**src/rtl/fetch_byte_sequencer_if.sv**
```systemverilog
// rtl/fetch_byte_sequencer_if.sv - byte-wide instruction memory read bus
// Purpose: groups the request/acknowledge memory read handshake.
// Signals:
//   mem_req   master->slave  read request
//   mem_addr  master->slave  64-bit byte address, stable until mem_ack
//   mem_ack   slave->master  mem_rdata valid this cycle
//   mem_rdata slave->master  returned byte
interface fetch_byte_sequencer_if;
    logic        mem_req;
    logic [63:0] mem_addr;
    logic        mem_ack;
    logic [7:0]  mem_rdata;

    modport master (output mem_req, output mem_addr, input mem_ack, input mem_rdata);
    modport slave  (input mem_req, input mem_addr, output mem_ack, output mem_rdata);
endinterface

```
**src/rtl/fetch_byte_sequencer.sv**
```systemverilog
// rtl/fetch_byte_sequencer.sv - instruction byte fetch sequencer
// Purpose: reads up to MaxBytes bytes from byte-wide instruction memory
//   starting at PC and assembles them big-endian onto Instruction.
// Optional build macro: LEN_DECODE_EN (length decode from icode, ADR on
//   a required byte beyond memory instead of zero padding).
// Ports:
//   Clk, Rst        clock, synchronous active-high reset
//   start, PC       begin fetch at PC (IDLE, or DONE with consume)
//   consume         Fetch has taken Instruction
//   mem             memory read bus (master side)
//   Instruction     byte i at bits [8i:8i+7]
//   instr_valid     Instruction complete and stable
//   busy            fetch in progress
//   ADR             sticky instruction-address error
module fetch_byte_sequencer #(
    parameter int MemSize  = 1024,
    parameter int MaxBytes = 10
) (
    input  logic                          Clk,
    input  logic                          Rst,
    input  logic                          start,
    input  logic [63:0]                   PC,
    input  logic                          consume,
    fetch_byte_sequencer_if.master        mem,
    output logic [0:79]                   Instruction,
    output logic                          instr_valid,
    output logic                          busy,
    output logic                          ADR
);
    localparam logic [63:0] MEM_SIZE = 64'(MemSize);
    localparam logic [3:0]  MAX_NEED = 4'(MaxBytes);

    typedef enum logic [1:0] {IDLE, REQ, DONE, ERR} state_t;

    state_t      r_state;
    state_t      w_state_next;
    logic [3:0]  r_cnt;
    logic [63:0] r_base;
    logic [0:79] r_instr;

    logic        w_accept;
    logic        w_capture;
    logic [3:0]  w_need;
    logic [3:0]  w_cnt_inc;
    logic [64:0] w_next_addr;
    logic        w_next_oob;

`ifdef LEN_DECODE_EN
    logic [3:0]  r_need;

    function automatic logic [3:0] len_of(input logic [3:0] icode);
        case (icode)
            4'h0, 4'h1, 4'h9:       len_of = 4'd1;
            4'h2, 4'h6, 4'hA, 4'hB: len_of = 4'd2;
            4'h7, 4'h8:             len_of = 4'd9;
            4'h3, 4'h4, 4'h5:       len_of = 4'd10;
            default:                len_of = 4'd1;
        endcase
    endfunction
`endif

    // Address of the byte after the current one; carry out of bit 63 means
    // the address wrapped and is treated as beyond memory.
    assign w_next_addr = {1'b0, r_base} + {61'd0, r_cnt} + 65'd1;
    assign w_next_oob  = w_next_addr[64] || (w_next_addr[63:0] >= MEM_SIZE);
    assign w_cnt_inc   = r_cnt + 4'd1;

    always_comb begin
        w_state_next = r_state;
        w_accept     = 1'b0;
        w_capture    = 1'b0;
`ifdef LEN_DECODE_EN
        // Length is known once byte 0 arrives; later bytes use the latched value.
        w_need = (r_cnt == 4'd0) ? len_of(mem.mem_rdata[7:4]) : r_need;
`else
        w_need = MAX_NEED;
`endif
        case (r_state)
            IDLE: w_accept = start;
            REQ: begin
                if (mem.mem_ack) begin
                    w_capture = 1'b1;
                    if (w_cnt_inc == w_need) begin
                        w_state_next = DONE;
                    end else if (w_next_oob) begin
`ifdef LEN_DECODE_EN
                        w_state_next = ERR;
`else
                        w_state_next = DONE;
`endif
                    end
                end
            end
            DONE: begin
                if (consume) begin
                    if (start) w_accept = 1'b1;
                    else       w_state_next = IDLE;
                end
            end
            default: w_state_next = ERR;
        endcase
        if (w_accept) begin
            w_state_next = (PC >= MEM_SIZE) ? ERR : REQ;
        end
    end

    always_ff @(posedge Clk) begin
        if (Rst) begin
            r_state <= IDLE;
        end else begin
            r_state <= w_state_next;
        end
    end

    always_ff @(posedge Clk) begin
        if (Rst) begin
            r_cnt   <= 4'd0;
            r_base  <= 64'd0;
            r_instr <= '0;
`ifdef LEN_DECODE_EN
            r_need  <= MAX_NEED;
`endif
        end else if (w_accept) begin
            r_cnt   <= 4'd0;
            r_base  <= PC;
            r_instr <= '0;
`ifdef LEN_DECODE_EN
            r_need  <= MAX_NEED;
`endif
        end else if (w_capture) begin
            r_instr[{r_cnt, 3'b000} +: 8] <= mem.mem_rdata;
            r_cnt   <= w_cnt_inc;
`ifdef LEN_DECODE_EN
            r_need  <= w_need;
`endif
        end
    end

    assign mem.mem_req  = (r_state == REQ);
    assign mem.mem_addr = r_base + {60'd0, r_cnt};
    assign Instruction  = r_instr;
    assign instr_valid  = (r_state == DONE);
    assign busy         = (r_state == REQ);
    assign ADR          = (r_state == ERR);
endmodule

```
**src/flat_wrapper.sv**
```systemverilog
// flat-port wrapper written by rule: the top's interface ports become plain ports
module fetch_byte_sequencer_flat 
#(
    parameter int MemSize  = 1024,
    parameter int MaxBytes = 10
)
  (Clk, Rst, start, PC, consume, Instruction, instr_valid, busy, ADR, mem_mem_req, mem_mem_addr, mem_mem_ack, mem_mem_rdata);
  fetch_byte_sequencer_if mem_i ();
  input  logic Clk;
  input  logic Rst;
  input  logic start;
  input  logic [63:0] PC;
  input  logic consume;
  output logic [0:79] Instruction;
  output logic instr_valid;
  output logic busy;
  output logic ADR;
  output wire logic [$bits(mem_i.mem_req)-1:0] mem_mem_req;
  output wire logic [$bits(mem_i.mem_addr)-1:0] mem_mem_addr;
  input wire logic [$bits(mem_i.mem_ack)-1:0] mem_mem_ack;
  input wire logic [$bits(mem_i.mem_rdata)-1:0] mem_mem_rdata;
  assign mem_mem_req = mem_i.mem_req;
  assign mem_mem_addr = mem_i.mem_addr;
  assign mem_i.mem_ack = mem_mem_ack;
  assign mem_i.mem_rdata = mem_mem_rdata;
  fetch_byte_sequencer #(.MemSize(MemSize), .MaxBytes(MaxBytes)) u_core (.Clk(Clk), .Rst(Rst), .start(start), .PC(PC), .consume(consume), .mem(mem_i), .Instruction(Instruction), .instr_valid(instr_valid), .busy(busy), .ADR(ADR));
endmodule
```
**config.mk**
```make
export PLATFORM = sky130hd
export DESIGN_NAME = fetch_byte_sequencer_flat
export DESIGN_NICKNAME = d
export VERILOG_FILES = /design/src/rtl/fetch_byte_sequencer_if.sv /design/src/rtl/fetch_byte_sequencer.sv /design/src/flat_wrapper.sv
export SDC_FILE = /design/constraint.sdc
export NUM_CORES = 1
export LEC_CHECK = 0
export ABC_AREA = 1
export BUFFER_PORTS_ARGS = -buffer_cell sky130_fd_sc_hd__buf_2
export CAP_MARGIN = 20
export CORE_AREA = 2 2 198 200
export DETAILED_ROUTE_END_ITERATION = 12
export DIE_AREA = 0 0 200 202
export GPL_TIMING_DRIVEN = 0
export SLEW_MARGIN = 15
export SYNTH_ARGS = -nofsm -noshare
export SYNTH_HDL_FRONTEND = slang
export SYNTH_SLANG_ARGS = --single-unit
```
**constraint.sdc**
```tcl
create_clock -name Clk -period 8.65 [get_ports Clk]
set_clock_uncertainty 0.2 [all_clocks]
set_input_delay 1.2975 -clock Clk [delete_from_list [all_inputs] [get_ports Clk]]
set_output_delay 1.2975 -clock Clk [all_outputs]
set_load 0.02 [all_outputs]
```
### Yosys cells after proc, flatten, opt, wreduce, memory -nomap -nowiden

Cells that the tools add are included.

| storage, ports and cells | value |
|---|---|
| register bits after elaboration | 150 |
| input port bits | 77 |
| output and inout port bits | 148 |
| logic and storage cells | 41 |

| cells by class | value |
|---|---|
| add/sub/neg operators | 5 |
| magnitude comparators | 2 |
| equality and inequality tests | 9 |
| shift operators | 2 |
| multiplexer cells | 14 |
| bitwise logic cells | 1 |
| reductions and logical operators | 4 |

Operators by type and width:

| cell | number |
|---|---|
| $ge A64 B11 Y1 const B | 2 |
| $shift A81 B9 Y80 const A | 1 |
| $shiftx A81 B9 Y80 | 1 |
| $bwmux W80 | 1 |
| $add A64 B4 Y65 | 1 |
| $add A65 B1 Y65 const B | 1 |
| $add A64 B4 Y64 | 1 |
| $mux W2 | 7 |
| $neg A8 Y9 | 1 |
| $not A7 Y8 | 1 |
| $ne A3 B2 Y1 const B | 2 |
| $pmux W2 S3 | 1 |
| $reduce_and A5 Y1 | 1 |
| $add A4 B1 Y4 const B | 1 |
| $eq A2 B2 Y1 const B | 2 |
| $eq A4 B4 Y1 const B | 1 |
| $mux W1 | 4 |
| $ne A4 B1 Y1 const B | 1 |
| $ne A3 B1 Y1 const B | 1 |
| $eq A2 B1 Y1 const B | 1 |
| $logic_not A2 Y1 | 1 |
| $ne A2 B1 Y1 const B | 1 |
| $pmux W1 S2 | 1 |
| $reduce_or A2 Y1 | 1 |
| $logic_or A1 B1 Y1 | 1 |

### Depth between registers and ports, before layout

| depth | value |
|---|---|
| depth in word-level cells | 9 |
| depth in mapped cells | 23 |
| gate-level depth less buffers | 22 |

### Worst setup path after synthesis

No wires, ideal clock.

| timing path | value |
|---|---|
| path kind | reg-to-output |
| from | reg u_core.r_cnt[1] |
| to | out mem_mem_addr[52] |
| data arrival time | 2,791 ps |
| data required time | 7,153 ps |
| path slack | 4,361 ps |
| stages on the path, launching flop included | 12 |
| buffers on the path | 1 |
| cells stage by stage | dfxtp_1 -> buf_2 -> clkinv_1 -> fa_1 -> o21ai_0 -> inv_1 -> nor2_1 -> inv_1 -> nor2_1 -> nand4_1 -> nor3_1 -> xor2_1 |

| on the way | value |
|---|---|
| longest elaborated chain between the ends | 1 |

Ends and longest elaborated chain:

| item | RTL line | text |
|---|---|---|
| from (decl) | fetch_byte_sequencer.sv:37 | `logic [3:0] r_cnt;` |
| from (signal assigned) | fetch_byte_sequencer.sv:132 | `r_cnt <= w_cnt_inc;` |
| $add A64 B4 Y64 | fetch_byte_sequencer.sv:140 | `assign mem.mem_addr = r_base + {60'd0, r_cnt};` |
| to (decl) | flat_wrapper.sv:19 | `output wire logic [$bits(mem_i.mem_addr)-1:0] mem_mem_addr;` |

Every way passes these cells.

### Worst setup path in the final report

| timing path | value |
|---|---|
| from | reg u_core.r_cnt[1] |
| to | out mem_mem_addr[26] |

Same word-level chain as after synthesis.

==> metrics.md <==
| Metric | Value |
|---|---|
| Fin. Hold Viols | `0` |
| P_leak | `5.504 nW` |
| Most common cell in the netlist | `nor2_1` |
| CTS Root Cell | `clkbuf_16` |
| Ys Warns | `0` |
| Worst endpoint required time | `7.15 ns` |
| HPWL Detailed | `38.48 mm` |
| Slowest cell on crit path | `o21ai_0` |
| Part of the power in registers | `33.7%` |
| Critical Path, Cell by Cell | `buf_2 -> clkinv_1 -> fa_1 -> o21ai_0 -> inv_1 -> nor2_1 -> inv_1 -> nor2_1 -> inv_1 -> nor2_1 -> xor2_1 -> buf_2` |
| CP Class | `register to primary output` |
| PnR worst setup slack | `2.455 ns` |
| Worst flop-to-flop path startpoint | `u_core.r_cnt[0]` |
| Slew headroom | `36.92%` |
| Worst min path class | `register to register` |
| Syn Area/Cell | `6.176 µm²` |
| Clk Latency, worst-skew pair | `0.44 ns` |
| Routed WL per cell | `20.02 µm` |
| Post-route antenna net violation count | `0` |
| Sw Share | `45.34%` |
| Row cnt | `72` |
| Minimum clock period | `6.195 ns` |
| Setup TNS Final | `0 ns` |
| Layout cells sized above 1 | `17.61%` |
| Main synth FF type | `dfxtp_1` |
| Die Y | `202 µm` |
| CTS tree | `done` |
| Post_cts resized | `0` |
| Total chip power | `2.916 mW` |
| Largest net degree at the start of global routing | `17` |
| Clock H-tree levels | `4` |
| Layout overhead on the synthesized area | `25.70%` |
| Num CTS Buffers | `17` |
| Worst Max-Slew Pin Slew | `0.9390 ns` |
| Clock Tree Buf Depth | `2` |
| Post-synthesis cell type count | `36` |
| Run status | `complete, no violations` |
| DRT iter0 DRCs | `882` |
| Routability congestion estimate from global placement | `0.9996` |
| Worst setup SP type | `register` |
| Total gr overflow | `0` |
| Sink Count | `150` |
| Top cells by count, synth | `nor2_1 (341), nand2_1 (308), inv_1 (163)` |
| Hold_buf cts | `0` |
| Final net count | `1,872` |
| Die ar. | `40,400 µm²` |
| Syn nets | `1,629` |
| Drt total wl | `46.25 mm` |
| Initial Util | `24.73%` |
| RSZ-0062 raised after global routing | `false` |
| Post-synth EDFFs | `0` |
| Internal power | `1.594 mW` |
| PD cells | `245.0 nW/µm²` |
| Yosys top cell by area | `dfxtp_1` |
| IR drop worst, VDD | `0.0001377 V` |
| Share of flip-flops with an asynchronous set or reset | `0%` |
| Fin. max-slew vios | `0` |
| Placement Setup Slack | `3.053 ns` |
| Buffers on Ports | `224` |
| Combinational Power Share | `36.4%` |
| Fmax | `161.4 MHz` |
| Synthesized flop and latch total | `150` |
| Top cells by area, synth | `dfxtp_1 (32%), nor2_1 (14%), nand2_1 (12%)` |
| Die X-Extent | `200 µm` |
| Clk pwr share | `29.9%` |
| Initial antenna violation count | `6` |
| CP Capture Type | `primary output` |
| Source of the worst hold timing path | `u_core.Instruction[26]` |
| Core area | `38,290 µm²` |
| DRC viols | `0` |
| Vias/cell | `4.854` |
| Via count | `11.21k` |
| Arrival @ worst endpoint | `4.70 ns` |
| Share of the synthesized area in the top cell type | `31.72%` |
| Fin Hold WS | `0.2669 ns` |
| Cell Area, Synth | `9468 µm²` |
| Seq/Total Area, Yosys | `31.72%` |
| DP Area | `11,240 µm²` |
| Final instance area | `11,900 µm²` |
| Max-Cap Viols | `0` |
| Vias in the first global route | `10.86k` |
| # Post-CTS Setup Buffers | `0` |
| NetSw | `1.322 mW` |
| Top Ports | `225` |
| Clk slew on worst S/H paths | `0.07 ns` |
| First-pass GRT wire length | `66.90 mm` |
| Mapped Cells | `1,533` |
| Critical path's top delay family | `buffers and inverters` |
| CP startpoint | `u_core.r_cnt[1]` |
| Max stage delay on crit path | `0.76 ns` |
| Fin crit share | `71.61%` |
| Bufs and invs on worst path | `6` |
| Global Route Usage Sum | `22.60%` |
| DR pass1 iterations | `6` |
| CP Max Fanout | `11` |
| Final setup viols | `0` |
-- flip-flops by register name (all words and copies together) (netlist names) --
register,count
u_core.r_cnt,4
u_core.Instruction,80
u_core.r_base,64
u_core.r_state,2
-- path summary, 6_finish.rpt --
check / endpoint / slack [ns] / cells past startpoint
worst min register to register: u_core.Instruction[26] / 0.27 / 2
worst min-delay path: u_core.Instruction[26] / 0.27 / 2
worst max register to register: u_core.r_state[0] / 4.89 / 21
worst max-delay path: mem_mem_addr[26] / 2.46 / 12
-- metal layers --
metal | GRT usage (%) | up-vias | part of all wire, %
li1 | - | 5373 | -
met1 | 27.88 | 5212 | 42
met2 | 37.17 | 526 | 45
met3 | 5.156 | 94 | 7.9
met4 | 10.48 | 8 | 4.9
met5 | 0 | - | 0.11
-- worst reg2reg max path, delay by kind of cell, from the launching register on --
family,cells,cell delay [ns]
AND/OR/NAND/NOR,15,2.06
buffers and inverters,4,0.57
adder cells (fa/ha/maj),2,0.47
flip-flops,1,0.40
-- kinds of logic (layout without fill, tap and decap cells) --
group	count (synthesis)	after routing	share of synthesized area [%]
compound gates	235	235	12.55
flops	150	150	31.72
xor+xnor	64	64	5.920
buf+inv	212	468	8.577
other cells	0	3	0
simple gates	853	853	38.56
fa+ha+maj	19	19	2.669
-- area by class of cell --
class | count | area, µm²
Antenna cell | 3 | 7.507
Buffer | 40 | 166.4
Clock buffer | 17 | 425.4
Clock inverter | 15 | 231.5
Fill cell | 4342 | 26390
Inverter | 172 | 645.6
Multi-Input combinational cell | 1171 | 5653
Sequential cell | 150 | 3003
Tap cell | 518 | 648.1
Timing Repair Buffer | 224 | 1121
-- power by group through the flow --
stage / sequential [mW] / combinational [mW] / clock [mW]
final: 0.983 / 1.06 / 0.871
after global routing: 0.985 / 1.16 / 0.901
after CTS: 0.973 / 1.06 / 0.871
after detailed placement: 0.987 / 1.06 / 0
after global placement: 0.989 / 1.05 / 0
after floorplan: 0.915 / 0.642 / 0
-- stage by stage --
stage / std cells / utilization [%]
3_3_place_gp: 2275 / 29.35
5_1_grt: 2307 / 31.07
2_1_floorplan: 1533 / -
3_5_place_dp: 2275 / 29.35
4_1_cts: 2307 / 31.07
6_report: 2310 / 31.09
-- layout by cell type, fill, tap and decap left out, types with 2 or more instances in the layout --
cell type   count
a21oi_1        84
buf_1           3
buf_2         227
bufinv_16       4
clkbuf_1       31
clkbuf_16      17
clkinv_1        5
clkinvlp_4      2
dfxtp_1       150
diode_2         3
fa_1            2
ha_1           17
inv_1         163
inv_2           4
inv_6           4
inv_8           4
nand2_1       308
nand2_2        10
nand2_4         3
nand3_1        74
nand3_2         6
nand4_1        27
nor2_1        341
nor2_2         20
nor2_4          5
nor3_1         45
nor4_1          9
o21ai_0       140
o21ai_1         7
o21ai_2         2
xnor2_1         7
xor2_1         57
Power figures use the tool's default switching activity.
